$ cat src/rtl/xvga_pkg.sv
// Shared XVGA raster constants and coordinate widths for the timing generator
// and every pixel generator that consumes hcount/vcount.
package xvga_pkg;

    localparam int HCOUNT_W = 11;
    localparam int VCOUNT_W = 10;

    localparam int DEF_H_ACTIVE = 1024;
    localparam int DEF_H_FP     = 24;
    localparam int DEF_H_SYNC   = 136;
    localparam int DEF_H_BP     = 160;
    localparam int DEF_H_TOTAL  = DEF_H_ACTIVE + DEF_H_FP + DEF_H_SYNC + DEF_H_BP;

    localparam int DEF_V_ACTIVE = 768;
    localparam int DEF_V_FP     = 3;
    localparam int DEF_V_SYNC   = 6;
    localparam int DEF_V_BP     = 29;
    localparam int DEF_V_TOTAL  = DEF_V_ACTIVE + DEF_V_FP + DEF_V_SYNC + DEF_V_BP;

    // Half-open window test at 12 bits so boundary sums never wrap.
    function automatic logic in_window(logic [11:0] pos, logic [11:0] lo, logic [11:0] hi);
        return (pos >= lo) && (pos < hi);
    endfunction

endpackage

$ cat src/rtl/xvga_timing_if.sv
// Raster coordinate/sync bundle from the timing generator to the video pipeline.
// Carries the delayed syncs only when SYNC_DELAY_EN is defined.
interface xvga_timing_if;

    logic [xvga_pkg::HCOUNT_W-1:0] hcount;
    logic [xvga_pkg::VCOUNT_W-1:0] vcount;
    logic                          hsync;
    logic                          vsync;
    logic                          blank;
    logic                          line_start;
    logic                          frame_start;
`ifdef SYNC_DELAY_EN
    logic                          hsync_d;
    logic                          vsync_d;
    logic                          blank_d;

    modport master (output hcount, vcount, hsync, vsync, blank, line_start, frame_start,
                           hsync_d, vsync_d, blank_d);
    modport slave  (input  hcount, vcount, hsync, vsync, blank, line_start, frame_start,
                           hsync_d, vsync_d, blank_d);
`else
    modport master (output hcount, vcount, hsync, vsync, blank, line_start, frame_start);
    modport slave  (input  hcount, vcount, hsync, vsync, blank, line_start, frame_start);
`endif

endinterface

$ cat src/rtl/sync_delay_line.sv
// ce-qualified shift register with synchronous clear to a configurable idle value.
module sync_delay_line #(
    parameter int                 WIDTH   = 1,
    parameter int                 DEPTH   = 2,
    parameter logic [WIDTH-1:0]   CLR_VAL = '0
) (
    input  logic             clk,
    input  logic             rst,
    input  logic             ce,
    input  logic [WIDTH-1:0] din,
    output logic [WIDTH-1:0] dout
);

    logic [WIDTH-1:0] stage_q [DEPTH];
    logic [WIDTH-1:0] stage_d [DEPTH];

    always_comb begin
        stage_d = stage_q;
        if (ce) begin
            stage_d[0] = din;
            for (int i = 1; i < DEPTH; i++) begin
                stage_d[i] = stage_q[i-1];
            end
        end
    end

    always_ff @(posedge clk) begin
        if (rst) begin
            for (int i = 0; i < DEPTH; i++) begin
                stage_q[i] <= CLR_VAL;
            end
        end else begin
            stage_q <= stage_d;
        end
    end

    assign dout = stage_q[DEPTH-1];

endmodule

$ cat src/rtl/xvga_timing.sv
// XVGA raster timing generator: free-running hcount/vcount with registered syncs and blank.
// Optional macro SYNC_DELAY_EN adds hsync_d/vsync_d/blank_d delayed by SYNC_DELAY ce stages.
module xvga_timing
    import xvga_pkg::*;
#(
    parameter int H_ACTIVE   = DEF_H_ACTIVE,
    parameter int H_FP       = DEF_H_FP,
    parameter int H_SYNC     = DEF_H_SYNC,
    parameter int H_BP       = DEF_H_BP,
    parameter int V_ACTIVE   = DEF_V_ACTIVE,
    parameter int V_FP       = DEF_V_FP,
    parameter int V_SYNC     = DEF_V_SYNC,
    parameter int V_BP       = DEF_V_BP,
    parameter bit HSYNC_POL  = 1'b0,
    parameter bit VSYNC_POL  = 1'b0,
    parameter int SYNC_DELAY = 2
) (
    input  logic          vclock,
    input  logic          reset,
    input  logic          ce,
    xvga_timing_if.master vid
);

    localparam int H_TOTAL = H_ACTIVE + H_FP + H_SYNC + H_BP;
    localparam int V_TOTAL = V_ACTIVE + V_FP + V_SYNC + V_BP;

    localparam logic [11:0] H_ACT12 = 12'(H_ACTIVE);
    localparam logic [11:0] HS_LO   = 12'(H_ACTIVE + H_FP);
    localparam logic [11:0] HS_HI   = 12'(H_ACTIVE + H_FP + H_SYNC);
    localparam logic [11:0] V_ACT12 = 12'(V_ACTIVE);
    localparam logic [11:0] VS_LO   = 12'(V_ACTIVE + V_FP);
    localparam logic [11:0] VS_HI   = 12'(V_ACTIVE + V_FP + V_SYNC);

    localparam logic [HCOUNT_W-1:0] H_LAST = HCOUNT_W'(H_TOTAL - 1);
    localparam logic [VCOUNT_W-1:0] V_LAST = VCOUNT_W'(V_TOTAL - 1);

    if (H_TOTAL > 2048 || V_TOTAL > 1024) begin : g_bad_total
        $error("xvga_timing: H_TOTAL must be <= 2048 and V_TOTAL <= 1024");
    end
    if (H_FP == 0 || H_SYNC == 0 || H_BP == 0 || V_FP == 0 || V_SYNC == 0 || V_BP == 0) begin : g_bad_porch
        $error("xvga_timing: porch and sync widths must be non-zero");
    end
    if (SYNC_DELAY < 1) begin : g_bad_delay
        $error("xvga_timing: SYNC_DELAY must be at least 1");
    end

    logic [HCOUNT_W-1:0] hcount_q, hcount_d, hcount_nx;
    logic [VCOUNT_W-1:0] vcount_q, vcount_d, vcount_nx;
    logic                hsync_q, hsync_d;
    logic                vsync_q, vsync_d;
    logic                blank_q, blank_d;
    logic                line_start_q, line_start_d;
    logic                frame_start_q, frame_start_d;
    logic                h_wrap, v_wrap;

    // Decode uses the next count so syncs/blank line up with the coordinate they accompany.
    always_comb begin
        h_wrap    = (hcount_q == H_LAST);
        v_wrap    = (vcount_q == V_LAST);
        hcount_nx = h_wrap ? '0 : hcount_q + 1'b1;
        vcount_nx = h_wrap ? (v_wrap ? '0 : vcount_q + 1'b1) : vcount_q;

        hcount_d      = hcount_q;
        vcount_d      = vcount_q;
        hsync_d       = hsync_q;
        vsync_d       = vsync_q;
        blank_d       = blank_q;
        line_start_d  = 1'b0;
        frame_start_d = 1'b0;

        if (ce) begin
            hcount_d      = hcount_nx;
            vcount_d      = vcount_nx;
            hsync_d       = in_window({1'b0, hcount_nx}, HS_LO, HS_HI) ? HSYNC_POL : ~HSYNC_POL;
            vsync_d       = in_window({2'b0, vcount_nx}, VS_LO, VS_HI) ? VSYNC_POL : ~VSYNC_POL;
            blank_d       = ({1'b0, hcount_nx} >= H_ACT12) || ({2'b0, vcount_nx} >= V_ACT12);
            line_start_d  = (hcount_nx == '0);
            frame_start_d = (hcount_nx == '0) && (vcount_nx == '0);
        end
    end

    always_ff @(posedge vclock) begin
        if (reset) begin
            hcount_q      <= '0;
            vcount_q      <= '0;
            hsync_q       <= ~HSYNC_POL;
            vsync_q       <= ~VSYNC_POL;
            blank_q       <= 1'b0;
            line_start_q  <= 1'b1;
            frame_start_q <= 1'b1;
        end else begin
            hcount_q      <= hcount_d;
            vcount_q      <= vcount_d;
            hsync_q       <= hsync_d;
            vsync_q       <= vsync_d;
            blank_q       <= blank_d;
            line_start_q  <= line_start_d;
            frame_start_q <= frame_start_d;
        end
    end

    assign vid.hcount      = hcount_q;
    assign vid.vcount      = vcount_q;
    assign vid.hsync       = hsync_q;
    assign vid.vsync       = vsync_q;
    assign vid.blank       = blank_q;
    assign vid.line_start  = line_start_q;
    assign vid.frame_start = frame_start_q;

`ifdef SYNC_DELAY_EN
    localparam logic [2:0] SYNC_IDLE = {~HSYNC_POL, ~VSYNC_POL, 1'b0};

    logic [2:0] dly_out;

    sync_delay_line #(
        .WIDTH   (3),
        .DEPTH   (SYNC_DELAY),
        .CLR_VAL (SYNC_IDLE)
    ) u_sync_dly (
        .clk  (vclock),
        .rst  (reset),
        .ce   (ce),
        .din  ({hsync_q, vsync_q, blank_q}),
        .dout (dly_out)
    );

    assign vid.hsync_d = dly_out[2];
    assign vid.vsync_d = dly_out[1];
    assign vid.blank_d = dly_out[0];
`endif

endmodule

$ cat src/flat_wrapper.sv
// flat-port wrapper written by rule: the top's interface ports become plain ports
module xvga_timing_flat import xvga_pkg::*;
#(
    parameter int H_ACTIVE   = DEF_H_ACTIVE,
    parameter int H_FP       = DEF_H_FP,
    parameter int H_SYNC     = DEF_H_SYNC,
    parameter int H_BP       = DEF_H_BP,
    parameter int V_ACTIVE   = DEF_V_ACTIVE,
    parameter int V_FP       = DEF_V_FP,
    parameter int V_SYNC     = DEF_V_SYNC,
    parameter int V_BP       = DEF_V_BP,
    parameter bit HSYNC_POL  = 1'b0,
    parameter bit VSYNC_POL  = 1'b0,
    parameter int SYNC_DELAY = 2
)
  (vclock, reset, ce, vid_hcount, vid_vcount, vid_hsync, vid_vsync, vid_blank, vid_line_start, vid_frame_start);
  xvga_timing_if vid_i ();
  input  logic vclock;
  input  logic reset;
  input  logic ce;
  output wire logic [$bits(vid_i.hcount)-1:0] vid_hcount;
  output wire logic [$bits(vid_i.vcount)-1:0] vid_vcount;
  output wire logic [$bits(vid_i.hsync)-1:0] vid_hsync;
  output wire logic [$bits(vid_i.vsync)-1:0] vid_vsync;
  output wire logic [$bits(vid_i.blank)-1:0] vid_blank;
  output wire logic [$bits(vid_i.line_start)-1:0] vid_line_start;
  output wire logic [$bits(vid_i.frame_start)-1:0] vid_frame_start;
  assign vid_hcount = vid_i.hcount;
  assign vid_vcount = vid_i.vcount;
  assign vid_hsync = vid_i.hsync;
  assign vid_vsync = vid_i.vsync;
  assign vid_blank = vid_i.blank;
  assign vid_line_start = vid_i.line_start;
  assign vid_frame_start = vid_i.frame_start;
  xvga_timing #(.H_ACTIVE(H_ACTIVE), .H_FP(H_FP), .H_SYNC(H_SYNC), .H_BP(H_BP), .V_ACTIVE(V_ACTIVE), .V_FP(V_FP), .V_SYNC(V_SYNC), .V_BP(V_BP), .HSYNC_POL(HSYNC_POL), .VSYNC_POL(VSYNC_POL), .SYNC_DELAY(SYNC_DELAY)) u_core (.vclock(vclock), .reset(reset), .ce(ce), .vid(vid_i));
endmodule
$ cat config.mk
export PLATFORM = sky130hd
export DESIGN_NAME = xvga_timing_flat
export DESIGN_NICKNAME = d
export VERILOG_FILES = /design/src/rtl/xvga_pkg.sv /design/src/rtl/xvga_timing_if.sv /design/src/rtl/sync_delay_line.sv /design/src/rtl/xvga_timing.sv /design/src/flat_wrapper.sv
export SDC_FILE = /design/constraint.sdc
export NUM_CORES = 1
export LEC_CHECK = 0
export ABC_AREA = 1
export CORE_ASPECT_RATIO = 0.5
export CORE_MARGIN = 2
export CORE_UTILIZATION = 50
export CTS_BUF_LIST = sky130_fd_sc_hd__clkbuf_8
export DETAILED_ROUTE_END_ITERATION = 8
export PLACE_DENSITY = 0.75
export SYNTH_ARGS = -nofsm -noshare
export SYNTH_HDL_FRONTEND = slang
export SYNTH_SLANG_ARGS = --single-unit
export TNS_END_PERCENT = 10
$ cat constraint.sdc
create_clock -name vclock -period 1.9 [get_ports vclock]
set_input_delay 0.38 -clock vclock [delete_from_list [all_inputs] [get_ports vclock]]
set_output_delay 0.38 -clock vclock [all_outputs]
set_load 0.1 [all_outputs]
==> results <==
- The run finished with clean final reports.
- The final RePlAce weighted congestion is 1.02.
- The predominant post-synthesis flop cell is dfxtp_1.
- The clock drives 26 sinks.
- For this design the top-level I/O count stands at 29.
- The non-filler instance count after layout is 378.
- The switching power summed over all nets is 0.594 mW.
- The final critical-path share of the clock period is 93.5%.
- Counting the fill cells in the layout gives 284.
- The max capacitance violation total is 0.
- The synthesized area is 1790 um^2.
- Yosys mapped the design onto 30 distinct sky130hd cell types.
- The share of layout cells above drive strength 1 is 27.2%.
- The area share of fa/ha/maj cells after synthesis is 2.79%.
- The layout net count is 335.
- In this run the mean area of a mapped cell was 6.16 um^2.
- Of the total power, the share spent switching nets is 39.0%.
- The relative area change from synthesis to final layout is 38.3%.
- The internal portion of the total power is 0.930 mW.
- The number of flops mapped to enable cells by yosys is 0.
- The clock arrives with 1.62 ps of skew.
- The cell area after placement is 2360 um^2.
- Of the total power, registers draw 41.8%.
- The overall via count from detail_route is 1941.
- The final critical path time including I/O delays and setup is 1780 ps.
- The area used by multi-input combinational logic is 1100 um^2.
- The clock latency on the worst-skew pair is 280 ps.
- For this design the ratio of total power to cell area is 615 nW/um^2.
- CTS built an H-tree with a depth of 1.
- The critical path in this run is classified as reg -> reg.
- In the routed design, unresolved DRC markers number 0.
- The first-pass GRT wire length is 7490 um.
- Grouping stages by cell kind, the critical path spends the most delay in simple AND/OR/NAND/NOR gates.
- In the synthesized netlist, the number of instances is 291.
- After the first detailed-routing iteration, the DRC count stood at 118.
- Across all setup checks in the final design, the least slack found is 124 ps.
- The cell total after placement is 369.
- The endpoint arrival time on the critical path is 2000 ps.
- The most frequent standard cell in the layout excluding fill and tap cells is nand2_1.
- The source of the critical timing path is u_core.vid.hcount[0].
- Once layout is done, the placed cells without fillers occupy 2480 um^2.
- The worst hold-check path type is reg -> reg.
- The total congestion overflow is 0.
- The portion of synthesized area spent on multiplexers is 0%.
- The power share of the combinational group is 33.8%.
- After floorplanning, the core was divided into 15 placement rows.
- After floorplanning, the core was sized to cover 3430 um^2.
- The number of antenna repair diodes is 0.
- Clock-pin slew was measured on the worst setup and hold paths at 90 ps.
- The critical-path cell with the highest stage delay is dfxtp_4.
- The slew at the pin closest to its max-slew limit is 285 ps.
- The overall power consumption is 1.52 mW.
- The analysis attributes to cell leakage a power of 1.24 nW.
- The type of element launching the critical path is a flip-flop.
- The total buffers and inverters traversed by the critical path is 0.
- TritonCTS created 3 clock buffers.
- In this run the most critical hold path is launched from u_core.vid.hsync.
- The root cell of the clock tree is clkbuf_8.
- Entering global routing, the biggest net connects 21 pins.
- The average detailed-routed wire length per instance is 12.4 um.
- The delay of the slowest critical-path stage is 390 ps.
- Traced cell by cell, the critical path runs through ha_4 > nand3_4 > nor2_4 > nand2_4 > nand2_1 > nand3b_1 > nor2_1 > nand3_1 > nor2_1 > nand3_1 > nand2_1.
- The synthesized netlist devotes 41.3% of its cell area to simple gates.
- The worst pin sits at a relative slew slack of 80.9%.
- After synthesis, flip-flops and latches occupy 29.1% of the total area.
- The post-detailed-routing wire length is 4670 um.
- Of the total synthesized cell area, the portion taken by XOR and XNOR cells is 1.96%.
- The warning count from the yosys run is 0.
- In the synthesized netlist the async set-or-reset flop fraction comes to 0%.
- The synthesized netlist devotes 13.6% of its cell area to compound gates.
- The library cells used most frequently in the layout, excluding fill and tap cells, are 79 x nand2_1, 41 x inv_1, 29 x nor2_1.
- The number of setup violations in the final report is 0.
- The die outline height is 46.3 um.
- The number of antenna violations at the first check in global routing is 0.
- The post-detailed-route via-to-cell ratio is 5.13.
- The remaining number of nets flagged by the antenna check after routing is 0.
- The die is 88.7 um wide.
- The worst IR drop on VDD is 380 uV.
- The post-synthesis net count is 298.
- The CTS tree is built.
- The number of global-route vias before repair is 1652.
- The length of the first detailed-routing pass in iterations is 4.
- The count of pins over their slew limit is 0.
- In this run, post-CTS hold repair placed 0 buffers.
- The dominant combinational cell family by area after synthesis is simple AND/OR/NAND/NOR gates.
- The final number of hold-violating endpoints is 0.
- The endpoint type of the worst setup path is a flip-flop.
- The number of storage elements in the synthesis netlist is 26.
- The die covers 4110 um^2.
- The longest clock path from root to sink contains 2 buffers.
- The sequential cells in the finished layout cover a total of 557 um^2.
- The critical path required time is 2120 ps.
- The post-placement worst setup slack is 64.7 ps.
- The total half-perimeter wirelength after legalization and detailed placement is 3490 um.
- The initial utilization of the core area, before any placement, comes to 52.2%.
- The share of total power dissipated in the clock network is 24.4%.
- Port buffering added 28 buffers.
- In this run the critical register-to-register path is launched from u_core.vid.hcount[0].
- The achievable frequency is 563 MHz.
- In the global route stage, overall resource usage came out at 23.7%.
- In this run the worst path has a maximum fanout of 6.
[path summary, 6_finish.rpt]
check / end / slack, ps / cells past startpoint
max reg2reg: u_core.vid.frame_start / 120 / 11
min: u_core.vid.hsync / 470 / 2
min reg2reg: u_core.vid.hsync / 470 / 2
max: u_core.vid.frame_start / 120 / 11
[sequential cells by signal (all words and copies together), names as in the netlist]
register                flops
u_core.vid.hcount          11
u_core.vid.vcount          10
u_core.vid.blank            1
u_core.vid.frame_start      1
u_core.vid.hsync            1
u_core.vid.line_start       1
u_core.vid.vsync            1
[cell usage after synthesis (4+ instances only)]
cell | n | area share (%)
o21ai_0 | 16 | 4.5
nand2_2 | 9 | 3.1
ha_1 | 4 | 2.8
nand2_1 | 79 | 17
inv_2 | 5 | 1.0
inv_1 | 41 | 8.6
nand3_1 | 25 | 7.0
dfxtp_1 | 26 | 29
a21oi_1 | 23 | 6.4
nor2_1 | 29 | 6.1
clkbuf_1 | 4 | 0.84
[power groups by stage]
| stage | sequential [mW] | clock [mW] | combinational [mW] |
|---|---|---|---|
| final | 0.636 | 0.372 | 0.516 |
| after global routing | 0.643 | 0.400 | 0.546 |
| after CTS | 0.635 | 0.382 | 0.509 |
| after detailed placement | 0.648 | 0 | 0.507 |
| after global placement | 0.647 | 0 | 0.505 |
| after floorplan | 0.853 | 0 | 0.133 |
[cell families (layout without fill, tap and decap cells)]
kind of cell    after synthesis  count (layout)
flops                        26              26
buf+inv                      53              89
simple gates                158             158
compound gates               46              46
xor+xnor                      4               4
fa+ha+maj                     4               4
[repair_timing]
item	4_1_cts	5_1_grt
setup endpoints to repair	0	3
endpoints found under the hold margin	0	0
setup buffers	0	5
gates resized for setup	0	5
[layer usage]
layer  track usage (%)  wire length [um]  vias up
li1                  -                 -      994
met1              34.7              2120      874
met2              36.0              2170       71
met3              5.56               365        2
met4              4.24                17        0
met5                 0                 0        -
[worst register-to-register path, cell delays in order (launching register included)]
cell and delay (ps):
dfxtp_4 390, ha_4 160, nand3_4 140, nor2_4 220, nand2_4 110, nand2_1 110, nand3b_1 80, nor2_1 100
nand3_1 90, nor2_1 160, nand3_1 100, nand2_1 60
[through the flow]
step | setup TNS [ps] | hold slack [ps] | utilization (%)
after global routing | -0.667 | 496 | 72.1
after global placement | 0 | 455 | 68.7
after detailed placement | 0 | 453 | 68.7
after floorplan | 0 | 574 | -
final | 0 | 473 | 72.1
after CTS | 0 | 477 | 70.3
[layout make-up]
type,count,share of cell area [%]
sequential,26,22.5
timing repair buffer,38,21.3
inverter,47,7.17
multi-input combinational,212,44.2
tap,51,2.58
clock buffer,4,2.22
(Power assumes the default switching activity.)
